### config.mk
export PLATFORM = sky130hd
export DESIGN_NAME = ltc2308_scan_ctrl
export DESIGN_NICKNAME = d
export VERILOG_FILES = /design/src/rtl/ltc2308_scan_ctrl.sv
export SDC_FILE = /design/constraint.sdc
export NUM_CORES = 1
export LEC_CHECK = 0
export ABC_AREA = 1
export CORE_ASPECT_RATIO = 0.8
export CORE_MARGIN = 1
export CORE_UTILIZATION = 60
export CTS_BUF_LIST = sky130_fd_sc_hd__clkbuf_4 sky130_fd_sc_hd__clkbuf_8
export CTS_CLUSTER_DIAMETER = 40
export DETAILED_ROUTE_END_ITERATION = 10
export PLACE_DENSITY = 0.92
export SETUP_SLACK_MARGIN = 0.02
export SYNTH_ARGS = -nofsm -noshare
export SYNTH_HDL_FRONTEND = slang
export SYNTH_SLANG_ARGS = --single-unit
export TNS_END_PERCENT = 20
### constraint.sdc
create_clock -name clk -period 2.6 [get_ports clk]
set_clock_uncertainty 0.2 [all_clocks]
set_input_delay 0.65 -clock clk [delete_from_list [all_inputs] [get_ports clk]]
set_output_delay 0.65 -clock clk [all_outputs]
set_load 0.01 [all_outputs]
### src/rtl/ltc2308_scan_ctrl.sv
// ltc2308_scan_ctrl: round-robin LTC2308 scan sequencer with one-frame config/result pipelining
module ltc2308_scan_ctrl #(
   parameter int CONVST_CYCLES = 2,
   parameter int CONV_CYCLES   = 80,
   parameter int SCK_HALF      = 2
) (
   input  logic        clk,
   input  logic        reset_n,
   input  logic        enable,
   input  logic [7:0]  ch_mask,
   input  logic        uni,
   output logic        busy,
   output logic        result_valid,
   output logic [2:0]  result_ch,
   output logic [11:0] result_data,
   output logic        adc_convst,
   output logic        adc_sck,
   output logic        adc_sdi,
   input  logic        adc_sdo
);
   typedef enum logic [2:0] {IDLE, CONVST, CONV, SHIFT, DONE} state_t;
   state_t      state, state_nx;
   logic [15:0] cnt;
   logic        phase;
   logic [3:0]  bit_idx;
   logic [2:0]  cfg_ch, prev_ch;
   logic        primed, uni_q;
   logic [11:0] shreg;
   logic [15:0] sdi_word;
   logic        half_end, run;
   // next set mask bit above c, wrapping; offset 8 lands back on c so a single-bit mask repeats
   function automatic logic [2:0] next_ch(input logic [7:0] m, input logic [2:0] c);
      logic [2:0] n;
      next_ch = c;
      for (int i = 8; i >= 1; i--) begin
         n = c + 3'(i);
         if (m[n]) next_ch = n;
      end
   endfunction
   assign half_end   = cnt == 16'(SCK_HALF - 1);
   assign run        = enable && |ch_mask;
   assign sdi_word   = {10'd0, uni_q, cfg_ch[1], cfg_ch[2], cfg_ch[0], 1'b1};
   assign busy       = state != IDLE;
   assign adc_convst = state == CONVST;
   assign adc_sck    = state == SHIFT && phase;
   assign adc_sdi    = state == SHIFT && sdi_word[bit_idx];
   // state register
   always_ff @(posedge clk or negedge reset_n)
      if (!reset_n) state <= IDLE;
      else state <= state_nx;
   // next-state logic
   always_comb begin
      state_nx = state;
      case (state)
         IDLE:    state_nx = run ? CONVST : IDLE;
         CONVST:  state_nx = cnt == 16'(CONVST_CYCLES - 1) ? CONV : CONVST;
         CONV:    state_nx = cnt == 16'(CONV_CYCLES - 1) ? SHIFT : CONV;
         SHIFT:   state_nx = phase && half_end && bit_idx == 4'd11 ? DONE : SHIFT;
         DONE:    state_nx = run ? CONVST : IDLE;
         default: state_nx = IDLE;
      endcase
   end
   // timing counters, SPI shifting, channel rotation and result publication
   always_ff @(posedge clk or negedge reset_n)
      if (!reset_n) begin
         cnt          <= '0;
         phase        <= 1'b0;
         bit_idx      <= '0;
         cfg_ch       <= '0;
         prev_ch      <= '0;
         primed       <= 1'b0;
         uni_q        <= 1'b0;
         shreg        <= '0;
         result_valid <= 1'b0;
         result_ch    <= '0;
         result_data  <= '0;
      end else begin
         result_valid <= 1'b0;
         if (state == SHIFT) begin
            cnt <= half_end ? '0 : cnt + 16'd1;
            if (half_end) phase <= ~phase;
            if (half_end && phase) bit_idx <= bit_idx + 4'd1;
            if (phase && cnt == '0) shreg <= {shreg[10:0], adc_sdo};
         end else begin
            cnt     <= (state_nx != state || state == IDLE) ? '0 : cnt + 16'd1;
            phase   <= 1'b0;
            bit_idx <= '0;
         end
         if (state == CONVST) uni_q <= uni;
         if (state == IDLE) begin
            primed <= 1'b0;
            if (run) cfg_ch <= next_ch(ch_mask, 3'd7);
         end
         if (state == DONE) begin
            result_valid <= primed;
            if (primed) begin
               result_ch   <= prev_ch;
               result_data <= shreg;
            end
            prev_ch <= cfg_ch;
            primed  <= 1'b1;
            cfg_ch  <= next_ch(ch_mask, cfg_ch);
         end
      end
endmodule
==> Word level (Yosys, flattened, before mapping) <==
Index checks and enable logic that the tools add are counted.
{ "totals": {"regBits": 60, "latchBits": 0, "ramBits": 0, "mem_bits_ro": 0, "input_bits": 13, "output_inout_bits": 20, "word_cells": 106, "memories": 0} }
{ "classes": {"addsub": 9, "n_mul": 0, "div_mod_pow": 0, "n_lt_le_gt_ge": 8, "eq_ne": 11, "n_shift": 0, "muxes": 48, "bitwise_logic": 1, "reduce_logical": 17} }
{ "op_table": {"columns": ["op", "count"], "rows": [
  ["2-to-1 mux 3 bit", 17],
  ["2-to-1 mux 16 bit", 3],
  ["less-than comparator 3 x 4 -> 1 bit, second input constant", 7],
  ["binary-select mux 1 bit (select 3 bit)", 7],
  ["adder 16 x 1 -> 16 bit, second input constant", 1],
  ["equality test 16 x 1 -> 1 bit, second input constant", 1],
  ["equality test 16 x 7 -> 1 bit, second input constant", 1],
  ["zero test 16 bit", 1],
  ["2-to-1 mux 1 bit", 16],
  ["adder 3 bit, second input constant", 4],
  ["case mux 3 bit (4 select lines)", 1],
  ["2-to-1 mux 4 bit", 2],
  ["inequality test 8 x 1 -> 1 bit, second input constant", 1],
  ["OR reduction 8 bit", 1],
  ["adder 3 x 2 -> 3 bit, second input constant", 2],
  ["equality test 3 x 2 -> 1 bit, second input constant", 2],
  ["logical AND 1 bit", 6],
  ["less-than comparator 4 x 5 -> 1 bit, second input constant", 1],
  ["adder 4 x 1 -> 4 bit, second input constant", 1],
  ["binary-select mux 1 bit (select 4 bit)", 1],
  ["equality test 4 bit, second input constant", 1],
  ["inequality test 2 bit, second input constant", 2],
  ["AND reduction 2 bit", 2],
  ["nonzero test 2 bit", 2],
  ["other kinds (11)", 11]
]} }

==> Longest topological paths before layout <==
{ "depth": {"depth_word": 11, "mapped_depth": 16, "mapped_depth_nobuf": 15} }

==> Worst setup path before layout <==
Ideal clock, no wire load.
{ "synth_timing": {"path_kind": "reg-to-reg", "from": "reg cfg_ch[1]", "to": "reg cfg_ch[1]", "setup_ns": 0.120, "arrival_time_ns": 1.944, "required_time_ns": 2.280, "path_slack_ns": 0.336, "stages_incl_launch_ff": 16, "path_buffers": 1, "synth_period_minus_slack_ns": 2.264, "path_cell_list": "dfrtp_1 > buf_2 > inv_2 > ha_1 > inv_1 > nand3_1 > nand2_1 > nor2_1 > nor2_2 > inv_2 > nor2_1 > nand3_2 > nand3_2 > nand2_1 > inv_1 > a21oi_2"} }
{ "synth_via": {"elab_chain_cells": 10, "word_cells_on_any_way": 31, "classes_between": "add/sub (7); eq/ne (1); mux (22); reduce/logical (1)"} }
{ "synth_lines": {"columns": ["item", "line_no", "rtl"], "rows": [
  ["from (decl)", "26", "logic [2:0] cfg_ch, prev_ch;"],
  ["from (signal assigned)", "92", "if (run) cfg_ch <= next_ch(ch_mask, 3'd7);"],
  ["from (signal assigned)", "102", "cfg_ch <= next_ch(ch_mask, cfg_ch);"],
  ["adder 3 bit", "36", "n = c + 3'(i);"],
  ["binary-select mux 1 bit (select 3 bit)", "37", "if (m[n]) next_ch = n;"],
  ["2-to-1 mux 1 bit (not written as such)", "37", null],
  ["2-to-1 mux 3 bit (6 in series)", "37", null],
  ["2-to-1 mux 3 bit", "94", "if (state == DONE) begin"]
]} }
Parallel ways exist; a longest one is shown, timed or not. The select of a mux whose other input is x is not followed.
A chain may end at the register's enable or synchronous reset.

==> Final worst setup path <==
{ "layout_timing": {"from": "reg state[0]", "to": "out busy"} }
{ "layout_via": {"elab_chain_cells": 1} }
{ "layout_lines": {"columns": ["item", "line_no", "rtl"], "rows": [
  ["from (decl)", "22", "state_t state, state_nx;"],
  ["from (signal assigned)", "50", "else state <= state_nx;"],
  ["nonzero test 3 bit", "43", "assign busy = state != IDLE;"],
  ["to (decl)", "12", "output logic busy,"]
]} }
No other way between the ends.

==> impl_metrics.yaml <==
synth:
  avgSynthCellArea_um2: 7.87
  ys_seq_area_share_pct: 43.0
  ys_ff_latch: 60
  synth_ff_type: "dfrtp_1"
  yosysWarningCount: 0
  ys_types: 40
  synth-edff-count: 0
  netlist_instances: 443
  synthArstFlopShare_pct: 100
  synth_nets: 462
  netlist_area_um2: 3490
clocking:
  clk_pin_slew_worst_paths_ns: 0.08
  root_buffer: "clkbuf_8"
  clk_latency_ns: 0.35
  postCtsSetupRepairBufs: 0
  cts_tree: "done"
  htree_levels: 3
  clock_path_buffers: 2
  numCtsBuffers: 9
  clock-sinks: 60
sta:
  fmax_ghz: 0.395
  relSlewSlack_pct: 75.5
  drv_slew: 0
  worst_slack_ns: 0.0682
  period_needed_ns: 2.53
  finalHoldViolCount: 0
  setup_viol: 0
  rsz0062_at_grt: "true"
  worst_slew_pin_slew_ns: 0.364
  finalCritPeriodShare_pct: 97.4
floorplanning:
  rows: 24
  dieArea_um2: 6120
  die_w_um: 87.3
  core_um2: 5530
  die_h_um: 70.2
  start_util_pct: 63.1
  pin_count: 33
pwr:
  power_density_nw_per_um2: 437
  p_leak_uw: 0.00199
  vdd_drop_max_uv: 380
  power_uw: 1850
worst_setup_path:
  regToRegSetupSlack_ns: 0.15
  path_cells: "buf_4 -> nor2_2 -> nand2_1 -> clkdlybuf4s50_1"
  r2r_cells: 16
  path_max_fanout: 4
  worstPathArrival_ns: 1.68
  cp-end-kind: "primary output"
  rr_endpoint: "cfg_ch[1]$_DFFE_PN0P_"
  start_kind: "register"
  critical-path-slowest-cell: "clkdlybuf4s50_1"
  max_stage_delay_ns: 0.49
  worstReg2RegStart: "cfg_ch[1]$_DFFE_PN0P_"
  cp.required_ns: 1.75
  critical_path_class: "reg -> out"
placed_design:
  dpl.hpwl_um: 5990
  port_buffers: 32
  place_congestion: 0.926
  dpl_worst_slack_ns: -0.221
grt:
  grt_pass1_wl_um: 14100
  grt-ovfl-total: 0
  gr-usage-all-layers_pct: 30.1
  antenna_found_initial: 0
  grt_pass1_vias: 3093
  grt_max_degree: 61
worst_hold_path:
  min_path_type: "in -> async"
drt:
  post_drt_wl_per_cell_um: 13.9
  post-route-drc-count: 0
  vias_per_cell: 5.66
  drt_wl_total_um: 8160
  via_count: 3328
  drtPass1Iterations: 5
  ant_nets: 0
  initialDrtViolationCount: 321
cells_and_area:
  n_fill_cell: 403
  fin_util_pct: 76.7
  drive_gt1_share_pct: 16.9
  layout_common_cells: "nand2_1 (113), dfrtp_1 (60), inv_1 (51)"
  syn_to_final_growth_pct: 21.5
  diodes: 0
  finalNetCount: 524
  final_common_cell: "nand2_1"
flow_run:
  maxCapViolCount: 0
outcome:
  status: "completed"
## critical path: cells and delay by family (launching register included)
family        cells  cell delay [ns]
buf+inv           2             0.64
simple gates      2             0.32
flops             1             0.38
## cell families after synthesis
family          after synthesis  share of synthesized area, %
buf+inv                      70                          8.57
compound gates               74                          12.8
simple gates                219                          29.7
flops                        60                          43.0
xor+xnor                     14                          3.73
fa+ha+maj                     6                          2.15
## report_power, final
part / leakage, uW / internal (uW) / switching (uW)
Combinational: 0.00109 / 66.5 / 97.9
Sequential: 0.000808 / 935 / 1.18
Clock: 0.0000860 / 349 / 401
## area by class of cell
cell class / instances / area [um2] / area share, %
Clock buffer: 9 / 124 / 2.92
Clock inverter: 7 / 51.3 / 1.21
Inverter: 60 / 225 / 5.31
Multi-Input combinational cell: 313 / 1700 / 40.0
Sequential cell: 60 / 1500 / 35.4
Tap cell: 78 / 97.6 / 2.30
Timing Repair Buffer: 61 / 542 / 12.8
## cells in the mapped netlist, drive strengths merged, types with 2 or more instances
| master | instances | area share [%] |
|---|---|---|
| nand2 | 115 | 13 |
| dfrtp | 60 | 43 |
| inv | 59 | 6.3 |
| nor2 | 43 | 5.8 |
| nand3 | 41 | 6.7 |
| o21ai | 39 | 5.9 |
| a21oi | 26 | 4.9 |
| xor2 | 10 | 2.7 |
| nor3 | 9 | 2.2 |
| nand4 | 8 | 1.4 |
| buf | 6 | 1.6 |
| ha | 6 | 2.2 |
| clkbuf | 4 | 0.47 |
| xnor2 | 4 | 1.0 |
| o211ai | 3 | 0.65 |
| nor4 | 2 | 0.36 |
## per-stage QoR
stage          TNS, ns  hold WS [ns]  cells  area [um2]
2_1_floorplan        0         0.154    443        3490
3_3_place_gp    -0.571         0.253    572        4060
3_5_place_dp     -3.00         0.267    572        4060
4_1_cts              0        0.0997    588        4230
5_1_grt              0         0.104    588        4240
6_report             0        0.0805    588        4240
## flip-flops by register name, summed over array words and instances (netlist names)
| signal | cells |
|---|---|
| uni_q | 1 |
| bit_idx | 4 |
| result_ch | 3 |
| result_data | 12 |
| prev_ch | 3 |
| state | 3 |
| primed | 1 |
| phase | 1 |
| cnt | 16 |
| cfg_ch | 3 |
| shreg | 12 |
| result_valid | 1 |
## routing by layer
layer,wire (um),up-vias,global-route usage [%]
li1,-,1562,-
met1,3520,1592,40.1
met2,3850,150,47.0
met3,603,24,9.10
met4,184,0,10.2
met5,0,-,0
## how the worst max path moves through the flow
stage	start	endpoint	slack [ns]	cells after the start
3_3_place_gp	ch_mask[0]	cnt[1]$_DFF_PN0_	-0.08	9
6_report	state[0]$_DFF_PN0_	busy	0.07	4
3_5_place_dp	ch_mask[0]	cnt[1]$_DFF_PN0_	-0.22	9
5_1_grt	bit_idx[2]$_DFFE_PN0P_	adc_sdi	0.01	4
2_1_floorplan	cfg_ch[1]$_DFFE_PN0P_	cfg_ch[1]$_DFFE_PN0P_	0.34	15
4_1_cts	state[0]$_DFF_PN0_	busy	0.06	4
## repair_timing
item | 4_1_cts | 5_1_grt
pin swaps | 0 | 0
hold endpoints to repair | 0 | 0
setup endpoints to repair | 4 | 3
hold buffers | 0 | 0
resized for setup | 4 | 1
Note: power is estimated with default switching activity, not from simulation.
